$ cat src/rtl/fp_req_master_if.sv
`default_nettype none
// ============================================================================
//  Module      : fp_req_master_if
//  Description : Bus bundle for fp_req_master. Groups the request and
//                response handshakes, the arithmetic-slave drive/return
//                signals and the busy flag. The master modport is the view
//                taken by fp_req_master; the slave modport is the
//                environment's view (request source, response sink and
//                arithmetic slave).
//  Revision    : 1.0  initial release
// ============================================================================
interface fp_req_master_if #(
    parameter int N = 32
) ();
    // Request channel
    logic         req_valid;
    logic         req_ready;
    logic [N-1:0] req_a;
    logic [N-1:0] req_b;
    logic [1:0]   req_op;
    // Response channel
    logic         resp_valid;
    logic         resp_ready;
    logic [N-1:0] resp_c;
    logic [1:0]   resp_op;
    // Arithmetic slave
    logic [N-1:0] s_a;
    logic [N-1:0] s_b;
    logic [1:0]   s_opcode;
    logic         s_start;
    logic [N-1:0] s_c;
    // Status
    logic         busy;

    modport master (
        input  req_valid, req_a, req_b, req_op, resp_ready, s_c,
        output req_ready, resp_valid, resp_c, resp_op,
               s_a, s_b, s_opcode, s_start, busy
    );

    modport slave (
        output req_valid, req_a, req_b, req_op, resp_ready, s_c,
        input  req_ready, resp_valid, resp_c, resp_op,
               s_a, s_b, s_opcode, s_start, busy
    );
endinterface
`default_nettype wire

$ cat src/rtl/fp_req_master.sv
`default_nettype none
// ============================================================================
//  Module      : fp_req_master
//  Description : Queues fixed-point operation requests in a DEPTH-entry FIFO
//                and sequences them one at a time through a fixed-latency
//                arithmetic slave, returning results in request order on a
//                valid/ready response channel.
//                Optional feature macro: FP_REQ_MASTER_NEGZERO_EN -- when
//                defined, a negative-zero slave result is returned as +0.
//  Revision    : 1.0  initial release
// ============================================================================
module fp_req_master #(
    parameter int N     = 32,   // word width, sign-magnitude, bit N-1 = sign
    parameter int Q     = 15,   // fractional bits
    parameter int LAT   = 2,    // slave latency, 1..15
    parameter int DEPTH = 4     // request FIFO entries, power of two >= 2
) (
    input  wire logic          clk,
    input  wire logic          rst_n,
    fp_req_master_if.master    bus
);

    localparam int c_AW = $clog2(DEPTH);
    localparam int c_DW = 2 * N + 2;

    // Parameter sanity checks, evaluated at elaboration.
    if ((LAT < 1) || (LAT > 15)) begin : g_chk_lat
        $error("fp_req_master: LAT must be in 1..15");
    end
    if ((DEPTH < 2) || ((DEPTH & (DEPTH - 1)) != 0)) begin : g_chk_depth
        $error("fp_req_master: DEPTH must be a power of two >= 2");
    end
    if ((Q < 0) || (Q > N - 2)) begin : g_chk_q
        $error("fp_req_master: Q must leave room for the sign bit");
    end

    typedef enum logic [1:0] {
        ST_IDLE  = 2'd0,
        ST_ISSUE = 2'd1,
        ST_WAIT  = 2'd2,
        ST_HOLD  = 2'd3
    } state_t;

    state_t            r_state;
    state_t            w_state_nxt;

    logic [c_DW-1:0]   r_mem [DEPTH];
    logic [c_AW:0]     r_wr_ptr;
    logic [c_AW:0]     r_rd_ptr;
    logic [3:0]        r_cnt;

    logic [N-1:0]      r_s_a;
    logic [N-1:0]      r_s_b;
    logic [1:0]        r_s_opcode;
    logic [N-1:0]      r_resp_c;
    logic [1:0]        r_resp_op;
    logic              r_resp_valid;

    logic              w_empty;
    logic              w_full;
    logic              w_push;
    logic              w_pop;
    logic              w_capture;
    logic              w_resp_hs;
    logic [c_DW-1:0]   w_head;
    logic [N-1:0]      w_c_cap;

    // Pointers carry one wrap bit so full and empty are distinguishable.
    assign w_empty   = (r_wr_ptr == r_rd_ptr);
    assign w_full    = (r_wr_ptr[c_AW] != r_rd_ptr[c_AW]) &&
                       (r_wr_ptr[c_AW-1:0] == r_rd_ptr[c_AW-1:0]);
    // Ready depends only on fullness, so a pop on a full FIFO never frees
    // the slot for a push in the same cycle.
    assign bus.req_ready = rst_n && !w_full;
    assign w_push    = bus.req_valid && bus.req_ready;
    assign w_resp_hs = r_resp_valid && bus.resp_ready;
    assign w_head    = r_mem[r_rd_ptr[c_AW-1:0]];

`ifdef FP_REQ_MASTER_NEGZERO_EN
    localparam logic [N-1:0] c_NEG_ZERO = {1'b1, {(N-1){1'b0}}};
    assign w_c_cap = (bus.s_c == c_NEG_ZERO) ? '0 : bus.s_c;
`else
    assign w_c_cap = bus.s_c;
`endif

    // State register.
    always_ff @(posedge clk) begin
        if (!rst_n) r_state <= ST_IDLE;
        else        r_state <= w_state_nxt;
    end

    // Next-state logic plus FIFO pop and result-capture strobes.
    always_comb begin
        w_state_nxt = r_state;
        w_pop       = 1'b0;
        w_capture   = 1'b0;
        case (r_state)
            ST_IDLE: begin
                if (!w_empty) begin
                    w_pop       = 1'b1;
                    w_state_nxt = ST_ISSUE;
                end
            end
            ST_ISSUE: begin
                w_state_nxt = ST_WAIT;
            end
            ST_WAIT: begin
                if (r_cnt <= 4'd1) begin
                    w_capture   = 1'b1;
                    w_state_nxt = ST_HOLD;
                end
            end
            ST_HOLD: begin
                if (w_resp_hs) begin
                    if (!w_empty) begin
                        w_pop       = 1'b1;
                        w_state_nxt = ST_ISSUE;
                    end else begin
                        w_state_nxt = ST_IDLE;
                    end
                end
            end
            default: w_state_nxt = ST_IDLE;
        endcase
    end

    // FIFO storage; contents are don't-care until written.
    always_ff @(posedge clk) begin
        if (w_push) r_mem[r_wr_ptr[c_AW-1:0]] <= {bus.req_a, bus.req_b, bus.req_op};
    end

    // FIFO pointers.
    always_ff @(posedge clk) begin
        if (!rst_n) begin
            r_wr_ptr <= '0;
            r_rd_ptr <= '0;
        end else begin
            if (w_push) r_wr_ptr <= r_wr_ptr + (c_AW+1)'(1);
            if (w_pop)  r_rd_ptr <= r_rd_ptr + (c_AW+1)'(1);
        end
    end

    // Latency counter: loaded during the start cycle, counts down in WAIT.
    always_ff @(posedge clk) begin
        if (!rst_n) begin
            r_cnt <= 4'd0;
        end else if (r_state == ST_ISSUE) begin
            r_cnt <= 4'(LAT);
        end else if ((r_state == ST_WAIT) && (r_cnt != 4'd0)) begin
            r_cnt <= r_cnt - 4'd1;
        end
    end

    // Operand registers toward the slave and the held response.
    always_ff @(posedge clk) begin
        if (!rst_n) begin
            r_s_a        <= '0;
            r_s_b        <= '0;
            r_s_opcode   <= '0;
            r_resp_c     <= '0;
            r_resp_op    <= '0;
            r_resp_valid <= 1'b0;
        end else begin
            if (w_pop) {r_s_a, r_s_b, r_s_opcode} <= w_head;
            if (w_capture) begin
                r_resp_c     <= w_c_cap;
                r_resp_op    <= r_s_opcode;
                r_resp_valid <= 1'b1;
            end else if (w_resp_hs) begin
                r_resp_valid <= 1'b0;
            end
        end
    end

    assign bus.s_a        = r_s_a;
    assign bus.s_b        = r_s_b;
    assign bus.s_opcode   = r_s_opcode;
    assign bus.s_start    = (r_state == ST_ISSUE);
    assign bus.resp_c     = r_resp_c;
    assign bus.resp_op    = r_resp_op;
    assign bus.resp_valid = r_resp_valid;
    assign bus.busy       = !w_empty || (r_state != ST_IDLE);

endmodule
`default_nettype wire

$ cat src/flat_wrapper.sv
// flat-port wrapper written by rule: the top's interface ports become plain ports
module fp_req_master_flat 
#(
    parameter int N     = 32,                                                
    parameter int Q     = 15,                     
    parameter int LAT   = 2,                           
    parameter int DEPTH = 4                                               
)
  (clk, rst_n, bus_req_valid, bus_req_a, bus_req_b, bus_req_op, bus_resp_ready, bus_s_c, bus_req_ready, bus_resp_valid, bus_resp_c, bus_resp_op, bus_s_a, bus_s_b, bus_s_opcode, bus_s_start, bus_busy);
  fp_req_master_if #(.N(N)) bus_i ();
  input  wire logic clk;
  input  wire logic rst_n;
  input wire logic [$bits(bus_i.req_valid)-1:0] bus_req_valid;
  input wire logic [$bits(bus_i.req_a)-1:0] bus_req_a;
  input wire logic [$bits(bus_i.req_b)-1:0] bus_req_b;
  input wire logic [$bits(bus_i.req_op)-1:0] bus_req_op;
  input wire logic [$bits(bus_i.resp_ready)-1:0] bus_resp_ready;
  input wire logic [$bits(bus_i.s_c)-1:0] bus_s_c;
  output wire logic [$bits(bus_i.req_ready)-1:0] bus_req_ready;
  output wire logic [$bits(bus_i.resp_valid)-1:0] bus_resp_valid;
  output wire logic [$bits(bus_i.resp_c)-1:0] bus_resp_c;
  output wire logic [$bits(bus_i.resp_op)-1:0] bus_resp_op;
  output wire logic [$bits(bus_i.s_a)-1:0] bus_s_a;
  output wire logic [$bits(bus_i.s_b)-1:0] bus_s_b;
  output wire logic [$bits(bus_i.s_opcode)-1:0] bus_s_opcode;
  output wire logic [$bits(bus_i.s_start)-1:0] bus_s_start;
  output wire logic [$bits(bus_i.busy)-1:0] bus_busy;
  assign bus_i.req_valid = bus_req_valid;
  assign bus_i.req_a = bus_req_a;
  assign bus_i.req_b = bus_req_b;
  assign bus_i.req_op = bus_req_op;
  assign bus_i.resp_ready = bus_resp_ready;
  assign bus_i.s_c = bus_s_c;
  assign bus_req_ready = bus_i.req_ready;
  assign bus_resp_valid = bus_i.resp_valid;
  assign bus_resp_c = bus_i.resp_c;
  assign bus_resp_op = bus_i.resp_op;
  assign bus_s_a = bus_i.s_a;
  assign bus_s_b = bus_i.s_b;
  assign bus_s_opcode = bus_i.s_opcode;
  assign bus_s_start = bus_i.s_start;
  assign bus_busy = bus_i.busy;
  fp_req_master #(.N(N), .Q(Q), .LAT(LAT), .DEPTH(DEPTH)) u_core (.clk(clk), .rst_n(rst_n), .bus(bus_i));
endmodule
$ cat config.mk
export PLATFORM = sky130hd
export DESIGN_NAME = fp_req_master_flat
export DESIGN_NICKNAME = d
export VERILOG_FILES = /design/src/rtl/fp_req_master_if.sv /design/src/rtl/fp_req_master.sv /design/src/flat_wrapper.sv
export SDC_FILE = /design/constraint.sdc
export NUM_CORES = 1
export LEC_CHECK = 0
export ABC_CLOCK_PERIOD_IN_PS = 6200
export BUFFER_PORTS_ARGS = -buffer_cell sky130_fd_sc_hd__buf_2
export CAP_MARGIN = 20
export CORE_MARGIN = 1
export CORE_UTILIZATION = 55
export CTS_BUF_LIST = sky130_fd_sc_hd__clkbuf_4
export CTS_CLUSTER_SIZE = 10
export DETAILED_ROUTE_END_ITERATION = 10
export GPL_TIMING_DRIVEN = 0
export PLACE_DENSITY = 0.8
export SKIP_CTS_REPAIR_TIMING = 1
export SLEW_MARGIN = 40
export SYNTH_ARGS = -nofsm -noshare
export SYNTH_HDL_FRONTEND = slang
export SYNTH_SLANG_ARGS = --single-unit
export TNS_END_PERCENT = 1
$ cat constraint.sdc
create_clock -name clk -period 6.2 [get_ports clk]
set_clock_uncertainty 0.2 [all_clocks]
set_input_delay 0.62 -clock clk [delete_from_list [all_inputs] [get_ports clk]]
set_output_delay 0.62 -clock clk [all_outputs]
set_load 0.05 [all_outputs]
* Yosys cells after proc, flatten, opt, wreduce, memory -nomap -nowiden
Memory sizes are Yosys's and may differ from the RTL's. A register that Yosys moved wholly into a read port is not among the register bits. Index checks and enable logic that the tools add are counted.
Storage, ports and cells: input port bits 102, output and inout bits 104, flip-flop bits (word level) 47, memories 1, bits in writable memories 264
Operators by class: multiplexer cells 16, equality and inequality tests 9, $lt $le $gt $ge 1, bitwise gates (word level) 1, add/subtract/negate cells 3, reduce and logical (&&, ||, !) cells 16
Memory list:
- u_core.r_mem | words 4, width 66, rd ports 1, clocked after memory_dff 1, wr ports 1, line fp_req_master.sv:47 | logic [c_DW-1:0] r_mem [DEPTH];
Operators by type and width (count):
- two-way mux 2 bit | 5
- two-way mux 1 bit | 9
- one-hot mux 2 bit (4 select lines) | 1
- adder 3 x 1 -> 3 bit, second input constant | 2
- nonzero test 2 bit | 3
- logical AND 1 bit | 5
- == test 2 bit, second input constant | 2
- less-or-equal comparator 4 x 1 -> 1 bit, second input constant | 1
- inequality test 2 x 1 -> 1 bit, second input constant | 2
- nonzero test 4 bit | 1
- subtractor 4 x 1 -> 4 bit, second input constant | 1
- == test 3 bit | 1
- zero test 1 bit | 3
- AND reduction 3 bit | 1
- == test 2 x 1 -> 1 bit, second input constant | 1
- == test 2 bit | 1
- zero test 2 bit | 1
- inequality test 2 bit, second input constant | 1
- one-hot mux 1 bit (2 select lines) | 1
- OR reduction 2 bit | 1
- logical OR 1 bit | 1
- inequality test 1 bit | 1
- NOT 1 bit | 1

* Longest topological paths before layout
word-level depth 7, mapped depth 9

* Least setup slack after synthesis
No wires, ideal clock.
path kind input-to-reg, start point input port bus_req_valid, end point memory u_core.r_mem[3][0] (netlist name), enable pin, arrival time 2.679 ns, buffers on the path 0, slack 2.889 ns, stages 3, setup time 0.432 ns, data required time 5.568 ns, path through inv_1 a311oi_2 and2_1
Between the ends: longest elaborated chain between the ends 3
RTL lines:
- from (decl) | line flat_wrapper.sv:13 | input wire logic [$bits(bus_i.req_valid)-1:0] bus_req_valid;
- logical AND 1 bit | line fp_req_master.sv:75 | assign w_push = bus.req_valid && bus.req_ready;
- two-way mux 1 bit | line fp_req_master.sv:129 | if (w_push) r_mem[r_wr_ptr[c_AW-1:0]] <= {bus.req_a, bus.req_b, bus.req_op};
- two-way mux 1 bit (implied by the code) | line fp_req_master.sv:129
- to (decl) | line fp_req_master.sv:47
Every way passes these cells.

* Worst setup path after layout
start point input port rst_n, end point output port bus_req_ready
Between the ends: longest elaborated chain between the ends 1
RTL lines:
- from (decl) | line flat_wrapper.sv:12 | input wire logic rst_n;
- logical AND 1 bit | line fp_req_master.sv:74 | assign bus.req_ready = rst_n && !w_full;
- to (decl) | line flat_wrapper.sv:19 | output wire logic [$bits(bus_i.req_ready)-1:0] bus_req_ready;
Every way passes these cells.

==> results by group <==
Min path
  – Hold endpoint: u_core.r_wr_ptr[1]
  – Hold Path Depth: 5
  – HP Start: bus_req_valid
  – HP Class: primary input to flop

Timing
  – Setup violations, final: 0
  – RSZ-0062 raised after global routing: false
  – Max Slew Vio Count: 0
  – Post-Route Setup TNS: 0 ns
  – Final hold viol count: 0
  – Worst-margin pin slew: 0.722 ns
  – Relative slew slack: 51.8%
  – Maximum clock frequency: 326 MHz
  – Final worst-path cycle share: 49.5%
  – Hold_ws: 0.135 ns
  – Final period demand of the worst path: 3.07 ns

Layout
  – Ratio of cells with drive above 1 in the final layout: 34.4%
  – Syn-to-layout area delta: 28.3%
  – Final Net Count: 1,402
  – Fillers: 1,499
  – Final Util: 72.4%
  – Finished Cell Area: 17,700 um^2

Synthesis
  – Synth warn: 0
  – Post-synth EDFFs: 264
  – Syn avg cell area: 15.7 um^2
  – Post-synthesis mux area share: 10.8%
  – Synth Area in Compound Gates: 4.97%
  – #FFs+latches synth: 377
  – Netlist cell types: 37
  – Synth area leader: edfxtp_1
  – Area contributors post-synth: edfxtp_1 57%, dfxtp_1 16%, mux4_2 11%
  – Synth top area share: 57.5%
  – Seq/Total Area, Yosys: 73.9%
  – Main combinational cell family by area after synthesis: multiplexers
  – Count leader, synth: edfxtp_1
  – Synth Area in Adders: 1.09%
  – Mapped Area: 13,800 um^2
  – Primary FF master, synth: edfxtp_1
  – Asr flop ratio synth: 0%
  – Mapped Cells: 881
  – Post-Synth XOR/XNOR Area: 0.617%
  – Post-synth top cells: 264 x edfxtp_1, 207 x nand2_1, 113 x dfxtp_1
  – Simple-gate share of the synthesized area: 6.59%
  – Syn Nets: 995

Floorplan
  – Die width: 160 um
  – Die ar.: 25,700 um^2
  – Area of the core: 24,500 um^2
  – Die height: 160 um
  – Initial Utilization: 56.4%
  – # IOs: 206
  – Site Rows: 57

Global routing
  – Largest net degree at the start of global routing: 33
  – Total GRT Usage: 23.0%
  – Vias in the first global route: 8,750
  – First-pass GRT wire length: 45,200 um
  – Met2 Use GR: 40.4%
  – Met1 Usage GRT: 27.3%
  – Grt ovf: 0
  – M3 GR Usage: 5.76%
  – Initial antenna violation count: 2
  – Busiest grt layer: met2

Setup path
  – CP arrival: 2.25 ns
  – CP Class: primary input to primary output
  – Most frequent CP cell: buf_2
  – R2R Path End: u_core.r_mem[3][33]
  – Flop2flop setup slack: 3.46 ns
  – Crit path from: rst_n
  – Worst EP required: 5.38 ns
  – CP startpoint kind: primary input
  – Crit-path max cell delay: 0.53 ns
  – CP endpoint kind: primary output
  – Critical-path cell list: dlygate4sd3_1 > buf_2 > inv_1 > clkbuf_1 > a31oi_1 > buf_2
  – Reg2reg start: u_core.r_rd_ptr[0]
  – Crit path max fanout: 10
  – Slowest-stage cell, CP: dlygate4sd3_1
  – R2R cell count: 6

Routing
  – Routed length per placed instance: 18.5 um
  – Via count: 9,011
  – Drt via density: 5.33
  – DRC errors left: 0
  – Routed Antenna Nets: 0
  – DR iter-0 viols: 702
  – DR pass1 iterations: 5
  – Total wire length: 31,300 um

Clock tree
  – Worst-Skew Late Latency: 0.72 ns
  – Sink Count: 377
  – H-tree Lvls: 3
  – Root buf cell: clkbuf_4
  – Clock slew at reported path FFs: 0.07 ns
  – Longest Clk Path Bufs: 3
  – CTS tree: built
  – Num CTS Buffers: 92

Place
  – Area post-placement: 15,400 um^2
  – Final HPWL DP: 18,800 um
  – Gpl congestion: 0.803
  – IO Port Bufs: 205

Run status
  – Outcome: finished clean

Run
  – Maxcap violations: 0

Power
  – Leak Pwr: 6.56 nW
  – Peak supply drop: 0.286 mV
  – Cell Pwr Density: 429 nW/um^2
[critical path: cells and delay by family]
family | cells | cell delay (ns)
AO/OA/AOI/OAI | 1 | 0.29
buffers and inverters | 5 | 1.33
[metal layers]
metal / vias up / share of wire (%)
met3: 62 / 6.7
li1: 4155 / -
met4: 0 / 2.1
met1: 4402 / 38
met2: 392 / 53
met5: - / 0
[per-stage QoR]
stage	setup WS [ns]	std cells	total power [mW]
floorplan	2.89	881	4.80
global placement	1.51	1410	5.34
detailed placement	3.38	1418	5.40
CTS	3.23	1588	7.57
global route	3.09	1690	7.95
finish	3.13	1690	7.60
[worst max-delay path by stage]
stage                     slack [ns]  cells after the start                   to
after detailed placement        3.38                      6   u_core.r_rd_ptr[1]
after floorplan                 2.89                      3   u_core.r_mem[3][0]
after CTS                       3.23                      5             bus_busy
after global routing            3.09                      6        bus_req_ready
after global placement          1.51                      4  u_core.r_mem[2][31]
final                           3.13                      6        bus_req_ready
[where the power goes]
| part | total, mW | internal (mW) | switching, mW | leakage, nW |
|---|---|---|---|---|
| sequential | 3.08 | 2.95 | 0.126 | 3.32 |
| combinational | 2.33 | 0.746 | 1.58 | 2.48 |
| clock | 2.19 | 1.22 | 0.966 | 0.767 |
| total | 7.60 | 4.92 | 2.67 | 6.56 |
[cell families (layout without fill, tap and decap cells)]
logic type / count (synthesis) / count (layout)
muxes: 67 / 67
DFF: 377 / 377
adders and majority gates: 12 / 12
and+or+nand+nor: 230 / 230
other: 0 / 2
buffers and inverters: 63 / 546
xor gates and xnor gates: 8 / 8
AOI/OAI and AO/OA: 124 / 124
[placed cells by master, fill, tap and decap left out, types with 3 or more instances in the layout]
cell	count
buf_2	221
nor2_1	7
clkbuf_4	150
dlygate4sd3_1	100
dfxtp_1	113
edfxtp_1	264
a21oi_1	105
mux4_2	66
and2_4	4
buf_4	6
bufinv_16	3
nand2_1	207
buf_12	8
xnor2_1	4
o31ai_1	3
inv_1	12
clkinv_1	11
ha_1	12
clkbuf_1	27
[registers in the layout, summed over array words and instances (netlist names)]
signal                 count
u_core.bus.resp_c         32
u_core.r_cnt               4
u_core.bus.s_b            32
u_core.bus.s_a            32
u_core.r_wr_ptr            3
u_core.r_mem             264
u_core.bus.resp_op         2
u_core.r_rd_ptr            3
u_core.bus.resp_valid      1
u_core.bus.s_opcode        2
u_core.r_state             2
[area by class of cell]
class,count,area [um^2],share of cell area [%]
multi-input combinational,441,3340,18.8
inverter,12,45.0,0.254
clock buffer,150,1130,6.36
buffer,51,234,1.32
timing repair buffer,313,2190,12.4
clock inverter,20,174,0.982
antenna,2,5.00,0.0283
tap,324,405,2.29
sequential,377,10200,57.6
(Power assumes the default switching activity.)
